File: config.mk
export PLATFORM = sky130hd
export DESIGN_NAME = seven_seg_scan_driver
export DESIGN_NICKNAME = d
export VERILOG_FILES = /design/src/rtl/seven_seg_pkg.sv /design/src/rtl/bcd_to_seg.sv /design/src/rtl/seven_seg_scan_driver.sv
export SDC_FILE = /design/constraint.sdc
export NUM_CORES = 1
export LEC_CHECK = 0
export ABC_AREA = 1
export ABC_CLOCK_PERIOD_IN_PS = 3400
export BUFFER_PORTS_ARGS = -buffer_cell sky130_fd_sc_hd__buf_2
export CAP_MARGIN = 20
export CORE_UTILIZATION = 55
export CTS_BUF_LIST = sky130_fd_sc_hd__clkbuf_2
export DETAILED_ROUTE_END_ITERATION = 6
export PLACE_DENSITY = 0.73
export SYNTH_ARGS = -nofsm -noshare
export SYNTH_HDL_FRONTEND = slang
export SYNTH_HIERARCHICAL = 1
export SYNTH_SLANG_ARGS = --single-unit
File: constraint.sdc
create_clock -name clk -period 3.4 [get_ports clk]
set_input_delay 0.51 -clock clk [delete_from_list [all_inputs] [get_ports clk]]
set_output_delay 0.51 -clock clk [all_outputs]
set_load 0.005 [all_outputs]
File: src/rtl/seven_seg_pkg.sv
// seven_seg_pkg: shared segment/BCD types, segment patterns and scan FSM states
// Segment bit order is bit0=a .. bit6=g, active-high.
package seven_seg_pkg;
    typedef logic [6:0] seg_t;
    typedef logic [3:0] bcd_t;
    typedef enum logic [1:0] {IDLE, DRIVE, DEAD} state_t;
    localparam seg_t SEG_BLANK = 7'h00;
    localparam seg_t SEG_0 = 7'h3F;
    localparam seg_t SEG_1 = 7'h06;
    localparam seg_t SEG_2 = 7'h5B;
    localparam seg_t SEG_3 = 7'h4F;
    localparam seg_t SEG_4 = 7'h66;
    localparam seg_t SEG_5 = 7'h6D;
    localparam seg_t SEG_6 = 7'h7D;
    localparam seg_t SEG_7 = 7'h07;
    localparam seg_t SEG_8 = 7'h7F;
    localparam seg_t SEG_9 = 7'h6F;
endpackage

File: src/rtl/bcd_to_seg.sv
// bcd_to_seg: combinational BCD to 7-segment decode, 10..15 blank
// Ports: bcd (digit in), seg (active-high segments out, bit0=a .. bit6=g).
module bcd_to_seg
    import seven_seg_pkg::*;
(
    input  bcd_t bcd,
    output seg_t seg
);
    always_comb begin
        case (bcd)
            4'd0:    seg = SEG_0;
            4'd1:    seg = SEG_1;
            4'd2:    seg = SEG_2;
            4'd3:    seg = SEG_3;
            4'd4:    seg = SEG_4;
            4'd5:    seg = SEG_5;
            4'd6:    seg = SEG_6;
            4'd7:    seg = SEG_7;
            4'd8:    seg = SEG_8;
            4'd9:    seg = SEG_9;
            default: seg = SEG_BLANK;
        endcase
    end
endmodule

File: src/rtl/seven_seg_scan_driver.sv
// seven_seg_scan_driver: time-multiplexed N-digit 7-segment scanner with frame-aligned loads
// Ports: clk, reset (async, active-high), enable (0 = dark), digits_in/load (shadow capture),
//        load_ready (no unapplied load), seg_out, digit_sel (one-hot), frame_done (last dwell cycle).
// Optional: LEADING_ZERO_BLANK_EN blanks zero digits above the most-significant non-zero digit.
module seven_seg_scan_driver
    import seven_seg_pkg::*;
#(
    parameter int N_DIGITS     = 3,
    parameter int DWELL_CYCLES = 1000,
    parameter int DEAD_CYCLES  = 2
) (
    input  logic                  clk,
    input  logic                  reset,
    input  logic                  enable,
    input  logic [4*N_DIGITS-1:0] digits_in,
    input  logic                  load,
    output logic                  load_ready,
    output seg_t                  seg_out,
    output logic [N_DIGITS-1:0]   digit_sel,
    output logic                  frame_done
);
    localparam int IW  = N_DIGITS > 1 ? $clog2(N_DIGITS) : 1;
    localparam int DWW = DWELL_CYCLES > 1 ? $clog2(DWELL_CYCLES) : 1;
    localparam int DEW = DEAD_CYCLES > 1 ? $clog2(DEAD_CYCLES) : 1;
    localparam int CW  = DWW > DEW ? DWW : DEW;
    localparam logic [CW-1:0] DWELL_LAST = CW'(DWELL_CYCLES - 1);
    localparam logic [CW-1:0] DEAD_LAST  = CW'(DEAD_CYCLES > 0 ? DEAD_CYCLES - 1 : 0);
    localparam logic [IW-1:0] IDX_LAST   = IW'(N_DIGITS - 1);

    state_t                state, state_n;
    logic [IW-1:0]         idx, idx_n, idx_inc;
    logic [CW-1:0]         cnt, cnt_n;
    logic [4*N_DIGITS-1:0] buffer, shadow, buf_n;
    logic                  pending, pending_n, copy, wrap;
    logic [N_DIGITS-1:0]   blank;
    seg_t                  dec;

    assign idx_inc = idx == IDX_LAST ? '0 : idx + 1'b1;

    // One counter serves both dwell and dead phases; it restarts on every phase change.
    always_comb begin
        state_n = state;
        idx_n   = idx;
        cnt_n   = cnt + 1'b1;
        wrap    = 1'b0;
        if (!enable) begin
            state_n = IDLE;
            idx_n   = '0;
            cnt_n   = '0;
        end else if (state == IDLE) begin
            state_n = DRIVE;
            idx_n   = '0;
            cnt_n   = '0;
        end else if (state == DRIVE && cnt == DWELL_LAST) begin
            cnt_n   = '0;
            state_n = DEAD_CYCLES > 0 ? DEAD : DRIVE;
            idx_n   = DEAD_CYCLES > 0 ? idx : idx_inc;
            wrap    = DEAD_CYCLES == 0 && idx == IDX_LAST;
        end else if (state == DEAD && cnt == DEAD_LAST) begin
            state_n = DRIVE;
            idx_n   = idx_inc;
            cnt_n   = '0;
            wrap    = idx == IDX_LAST;
        end
    end

    // Shadow reaches the buffer only at a frame wrap or while idle; a load on the
    // copy cycle is captured for the following frame and keeps pending set.
    assign copy      = state == IDLE || wrap;
    assign buf_n     = copy ? shadow : buffer;
    assign pending_n = copy ? load : (load | pending);

    always_comb begin
        blank = '0;
`ifdef LEADING_ZERO_BLANK_EN
        begin
            logic lz;
            lz = 1'b1;
            for (int i = N_DIGITS - 1; i > 0; i--) begin
                lz       = lz && buf_n[4*i +: 4] == 4'd0;
                blank[i] = lz;
            end
        end
`endif
    end

    bcd_to_seg u_dec (
        .bcd(buf_n[idx_n*4 +: 4]),
        .seg(dec)
    );

    // Outputs are registered from next-state values so they line up with the state register.
    always_ff @(posedge clk or posedge reset) begin
        if (reset) begin
            state      <= IDLE;
            idx        <= '0;
            cnt        <= '0;
            buffer     <= '0;
            shadow     <= '0;
            pending    <= 1'b0;
            load_ready <= 1'b1;
            seg_out    <= SEG_BLANK;
            digit_sel  <= '0;
            frame_done <= 1'b0;
        end else begin
            state      <= state_n;
            idx        <= idx_n;
            cnt        <= cnt_n;
            buffer     <= buf_n;
            if (load) shadow <= digits_in;
            pending    <= pending_n;
            load_ready <= ~pending_n;
            digit_sel  <= state_n == DRIVE ? N_DIGITS'(1) << idx_n : '0;
            seg_out    <= state_n == DRIVE && !blank[idx_n] ? dec : SEG_BLANK;
            frame_done <= state_n == DRIVE && idx_n == IDX_LAST && cnt_n == DWELL_LAST;
        end
    end
endmodule

# Word-level counts from Yosys, hierarchy flattened
# Memory sizes are Yosys's and may differ from the RTL's.
# Index checks and enable logic that the tools add are counted.
# word_totals
reg_bits,51
in_bits,16
mem_count,1
rom_bits,112
output_inout_bits,12
word_cells,57
# memory_table
name,depth,word_bits,read_ports,rd_ports_with_merged_regs,write_ports,line_no,text
(no name shown),16,7,1,0,0,bcd_to_seg.sv:10,case (bcd)
# op_classes
eq_ne,8
n_reduce_logical,8
n_lt_le_gt_ge,1
muxes,23
bitwise_logic,2
shifts,2
n_addsub,2
# ops
op,n
$mux 10,4
$eq 10x10->1 const B,2
$mux 2,9
$mux 12,1
$shiftx 12x5->4,1
$add 10x1->10 const B,1
$eq 10x1->1 const B,1
$mux 7,1
$eq 2x2->1 const B,3
$mux 1,6
$logic_and 1x1->1,5
$eq 2x1->1 const B,2
$lt 2x3->1 const B,1
$mux 3,1
$shl 1x2->3 const A,1
$add 2x1->2 const B,1
$bmux 1 s2,1
$logic_not 2->1,1
$logic_not 1->1,1
$logic_or 1x1->1,1
$not 1->1,1
$or 1x1->1,1

# Depth between registers and ports, before layout
# depth
word_depth,11
ltp_mapped,22
ltp_nobuf,22

# Cells and area by module
# The synthesis kept the hierarchy.
# by_module_without_submodules
mod,area_per_inst_um2,cells_each,n_inst,seq_area_each_um2
seven_seg_scan_driver,2377.3,267,1,1277.5
bcd_to_seg,210.2,39,1,0.0

# Worst setup path before layout
# No wires, ideal clock.
# synth_timing
kind,reg-to-reg
start,reg cnt[1]
end,reg seg_out[3]
setup_slack_ns,1.101
n_path_buf,0
period_less_slack_ns,2.299
required_ns,3.282
setup_ns,0.118
arrival_ns,2.181
stages_incl_launch_ff,17
path_cell_list,dfrtp_1 -> inv_1 -> ha_1 -> nand3_1 -> nor2_4 -> nand2_4 -> o211ai_4 -> nand3_1 -> nand3_1 -> inv_1 -> ha_1 -> nand2_1 -> nand2_1 -> nand2_1 -> nand2_1 -> inv_1 -> nor2_1
# synth_between
elab_chain_cells,11
word_cells_on_any_way,26
classes_between,3 x eq/ne; 1 x shift; 16 x mux; 5 x reduce/logical; 1 x memory
# synth_rtl
element,line_no,text
from (decl),seven_seg_scan_driver.sv:32,"logic [CW-1:0] cnt, cnt_n;"
from (signal assigned),seven_seg_scan_driver.sv:108,cnt <= cnt_n;
$eq 10x1->1,seven_seg_scan_driver.sv:59,end else if (state == DEAD && cnt == DEAD_LAST) begin
$logic_and 1x1->1,seven_seg_scan_driver.sv:59,
$mux 1,seven_seg_scan_driver.sv:59,
$mux 1,seven_seg_scan_driver.sv:54,end else if (state == DRIVE && cnt == DWELL_LAST) begin
$mux 1,seven_seg_scan_driver.sv:50,end else if (state == IDLE) begin
$mux 1,seven_seg_scan_driver.sv:46,if (!enable) begin
$logic_or 1x1->1,seven_seg_scan_driver.sv:69,assign copy = state == IDLE || wrap;
$mux 12,seven_seg_scan_driver.sv:70,assign buf_n = copy ? shadow : buffer;
$shiftx 12x5->4 (*),seven_seg_scan_driver.sv:88,".bcd(buf_n[idx_n*4 +: 4]),"
$mem_v2 16x7 (*),--,
net dec[3],seven_seg_scan_driver.sv:36,seg_t dec;
$mux 7 (*),seven_seg_scan_driver.sv:114,seg_out <= state_n == DRIVE && !blank[idx_n] ? dec : SEG_BLANK;
to (signal assigned),seven_seg_scan_driver.sv:114,
to (decl),seven_seg_scan_driver.sv:18,"output seg_t seg_out,"
# The timed path passes the listed nets; every way through them passes the cells marked *. The select of a mux whose other input is x is not followed.
# A chain may end at the register's enable or synchronous reset.

# Final worst setup path
# Same ends and word-level chain as after synthesis.

==> metrics.md <==
| Metric | Value |
|---|---|
| Fin nets | `363` |
| Global-route wire length before repair | `8160 um` |
| Hpwl dp | `3370 um` |
| Syn Inst Count | `306` |
| Status | `complete, but fails checks` |
| Cell variety after synth | `26` |
| CP Max Fanout | `10` |
| CTS resizes | `0` |
| CP Class | `flip-flop to flip-flop` |
| Final hold vios | `0` |
| Synthesized area | `0.00259 sq mm` |
| Violated checks | `DRC` |
| Worst-skew pair later-pin latency | `0.43 ns` |
| Maxcap violations | `0` |
| Drt first pass iters | `6` |
| RD Place Congestion | `0.853` |
| CTS H-tree depth | `2` |
| Die Y | `70.6 um` |
| IO Count | `28` |
| Rows | `24` |
| Area Growth Syn to Fin | `9.82%` |
| Root buffer cell | `clkbuf_2` |
| Sequential fraction of the synthesis area | `0.494` |
| Slew Viols, Final | `0` |
| TritonCTS Buffers | `5` |
| Syn_nets | `330` |
| Starting Density | `0.582` |
| FF+latch area | `0.00128 sq mm` |
| Slew headroom | `0.739` |
| Seq cells post-synth | `51` |
| Worst vdd ir | `0.000237 V` |
| Grt total ovfl | `0` |
| Leakage power | `1.55 nW` |
| RSZ-0062 raised after global routing | `false` |
| Pwr/cell area | `388 mW/mm^2` |
| Final worst path period share | `0.762` |
| Core Region | `0.00444 sq mm` |
| TritonCTS clock tree | `built` |
| CTS clock-pin slew for the worst setup and hold paths | `0.26 ns` |
| Skew final | `0.0193 ns` |
| Power Total | `1.10 mW` |
| Total length of routed wires | `4460 um` |
| Die width | `70.6 um` |
| CP arrival | `2.97 ns` |
| Initial antenna violation count | `0` |
| Slew @ Worst Pin | `0.390 ns` |
| Antenna diodes | `0` |
| Ys Warns | `6` |
| Initial DRC count | `47` |
| Crit. End Element | `flip-flop` |
| Tightest Hold Check Type | `input pin to flip-flop` |
| Clock Path Buffers | `2` |
| Layout cell share with drive strength beyond 1 | `0.235` |
| Vias post-DR | `1891` |
| Average wire per standard cell | `11.4 um` |
| # clock sinks | `51` |
| CP required | `3.78 ns` |
| TNS Setup | `0 ns` |
| GRT Util Overall | `0.208` |
| Avg Cell Area, Syn | `8.46 sq um` |
| Largest net degree at the start of global routing | `52` |
| Detailed-route DRC error count | `2` |
| Vias in the first global route | `1927` |
| F_max | `0.386 GHz` |
| Min Clock Period, post-route | `2.59 ns` |
| Startpoint types | `flip-flop` |
| Final setup viols | `0` |
| Vias/cell | `4.82` |
| FILL cells | `397` |
| Port bufs | `27` |
| Die ar. | `0.00498 sq mm` |
| Multi-input logic area | `0.00110 sq mm` |
| Antenna Nets Post-Route | `0` |
[worst max-delay path: stages, from the launching register on]
cell	delay (ns)
dfrtp_1	0.45
inv_1	0.06
ha_1	0.13
nand3_1	0.11
nor2_4	0.17
nand2_4	0.12
o211ai_4	0.36
nand3_1	0.13
nand3_1	0.20
inv_1	0.13
ha_1	0.29
nand2_1	0.05
nand2_1	0.06
nand2_1	0.04
nand2_1	0.05
inv_1	0.04
nor2_1	0.13
[power by group]
| group | switching, mW | internal (mW) |
|---|---|---|
| Sequential | 0.0159 | 0.656 |
| Clock | 0.189 | 0.0523 |
| Combinational | 0.118 | 0.0697 |
| Total | 0.323 | 0.778 |
[per-layer routing]
layer,vias to the layer above,track usage,routed length (um),share of wire
met4,0,0.0844,78,0.017
met5,-,0,0,0
li1,1001,-,-,-
met3,8,0.0427,168,0.038
met1,845,0.262,2110,0.47
met2,37,0.355,2100,0.47
[through the flow]
stage / setup slack [ns] / hold slack (ns) / util / area [sq um] / std cells
floorplan: 1.10 / 0.382 / - / 2590 / 306
global placement: 0.994 / 0.403 / 0.623 / 2770 / 382
detailed placement: 0.823 / 0.423 / 0.623 / 2770 / 382
CTS: 0.775 / 0.266 / 0.633 / 2810 / 390
global route: 0.500 / 0.242 / 0.639 / 2840 / 392
finish: 0.810 / 0.277 / 0.639 / 2840 / 392
[state kept, by name, indices dropped and copies added, names as in the netlist]
name        cells
buffer         12
digit_sel       3
state           2
idx             2
seg_out         7
pending         1
shadow         12
load_ready      1
frame_done      1
cnt            10
[area by class of cell]
type,instances,area share
Sequential cell,51,0.450
Multi-Input combinational cell,203,0.388
Inverter,49,0.0665
Timing Repair Buffer,29,0.0581
Tap cell,52,0.0229
Clock buffer,6,0.0106
Clock inverter,2,0.00440
[placed cells by master, fill, tap and decap left out, types with 6 or more instances in the layout]
| cell type | count |
|---|---|
| nand2_1 | 86 |
| o21ai_1 | 6 |
| nand2_2 | 10 |
| inv_1 | 41 |
| o21ai_0 | 7 |
| nor2_4 | 6 |
| dfrtp_1 | 50 |
| nor2_1 | 34 |
| mux2_2 | 6 |
| buf_2 | 27 |
| ha_1 | 8 |
| clkbuf_2 | 6 |
| inv_2 | 6 |
| nand3_1 | 15 |
[logic make-up (layout without fill, tap and decap cells)]
| logic type | Yosys count | after routing | share of synthesized area |
|---|---|---|---|
| muxes | 6 | 6 | 0.0261 |
| DFF | 51 | 51 | 0.494 |
| and+or+nand+nor | 171 | 171 | 0.317 |
| AOI/OAI and AO/OA | 16 | 16 | 0.0372 |
| xor gates and xnor gates | 2 | 2 | 0.00677 |
| buffers and inverters | 52 | 86 | 0.0803 |
| adders and majority gates | 8 | 8 | 0.0387 |
[synthesized netlist by cell type]
| library cell | instances | area [sq um] |
|---|---|---|
| nand2_4 | 3 | 33.8 |
| nor2_8 | 1 | 20.0 |
| clkbuf_1 | 2 | 7.51 |
| buf_6 | 1 | 11.3 |
| a21oi_1 | 2 | 10.0 |
| nand2_1 | 86 | 323 |
| mux2_2 | 6 | 67.6 |
| nor2_2 | 3 | 18.8 |
| o211ai_4 | 1 | 21.3 |
| inv_2 | 5 | 18.8 |
| dfstp_2 | 1 | 26.3 |
| nor3_1 | 4 | 20.0 |
| inv_1 | 42 | 158 |
| and3_2 | 1 | 7.51 |
| inv_4 | 2 | 12.5 |
| nand4_1 | 4 | 25.0 |
| o21ai_0 | 7 | 35.0 |
| o21ai_1 | 6 | 30.0 |
| nor2_1 | 34 | 128 |
| nand2_2 | 10 | 62.6 |
| nor2_4 | 6 | 67.6 |
| nand3_2 | 4 | 40.0 |
| nand3_1 | 15 | 75.1 |
| ha_1 | 8 | 100 |
| xor2_1 | 2 | 17.5 |
| dfrtp_1 | 50 | 1250 |
[repair_timing]
| item | 4_1_cts | 5_1_grt |
|---|---|---|
| buffers inserted | 0 | 0 |
| hold buffers | 0 | 1 |
| setup endpoints to repair | 0 | 0 |
| hold endpoints to repair | 0 | 5 |
[worst paths after layout]
path                               to  slack [ns]           from  cells after the start
setup / recovery           seg_out[3]        0.81         cnt[1]                     16
hold / removal             shadow[11]        0.28  digits_in[11]                      3
setup reg to reg           seg_out[3]        0.81         cnt[1]                     16
hold reg to reg            load_ready        0.44        pending                      1
max in group asynchronous   buffer[4]        2.46          reset                      4
min in group asynchronous   buffer[5]        0.49          reset                      3
(Power assumes the default switching activity.)
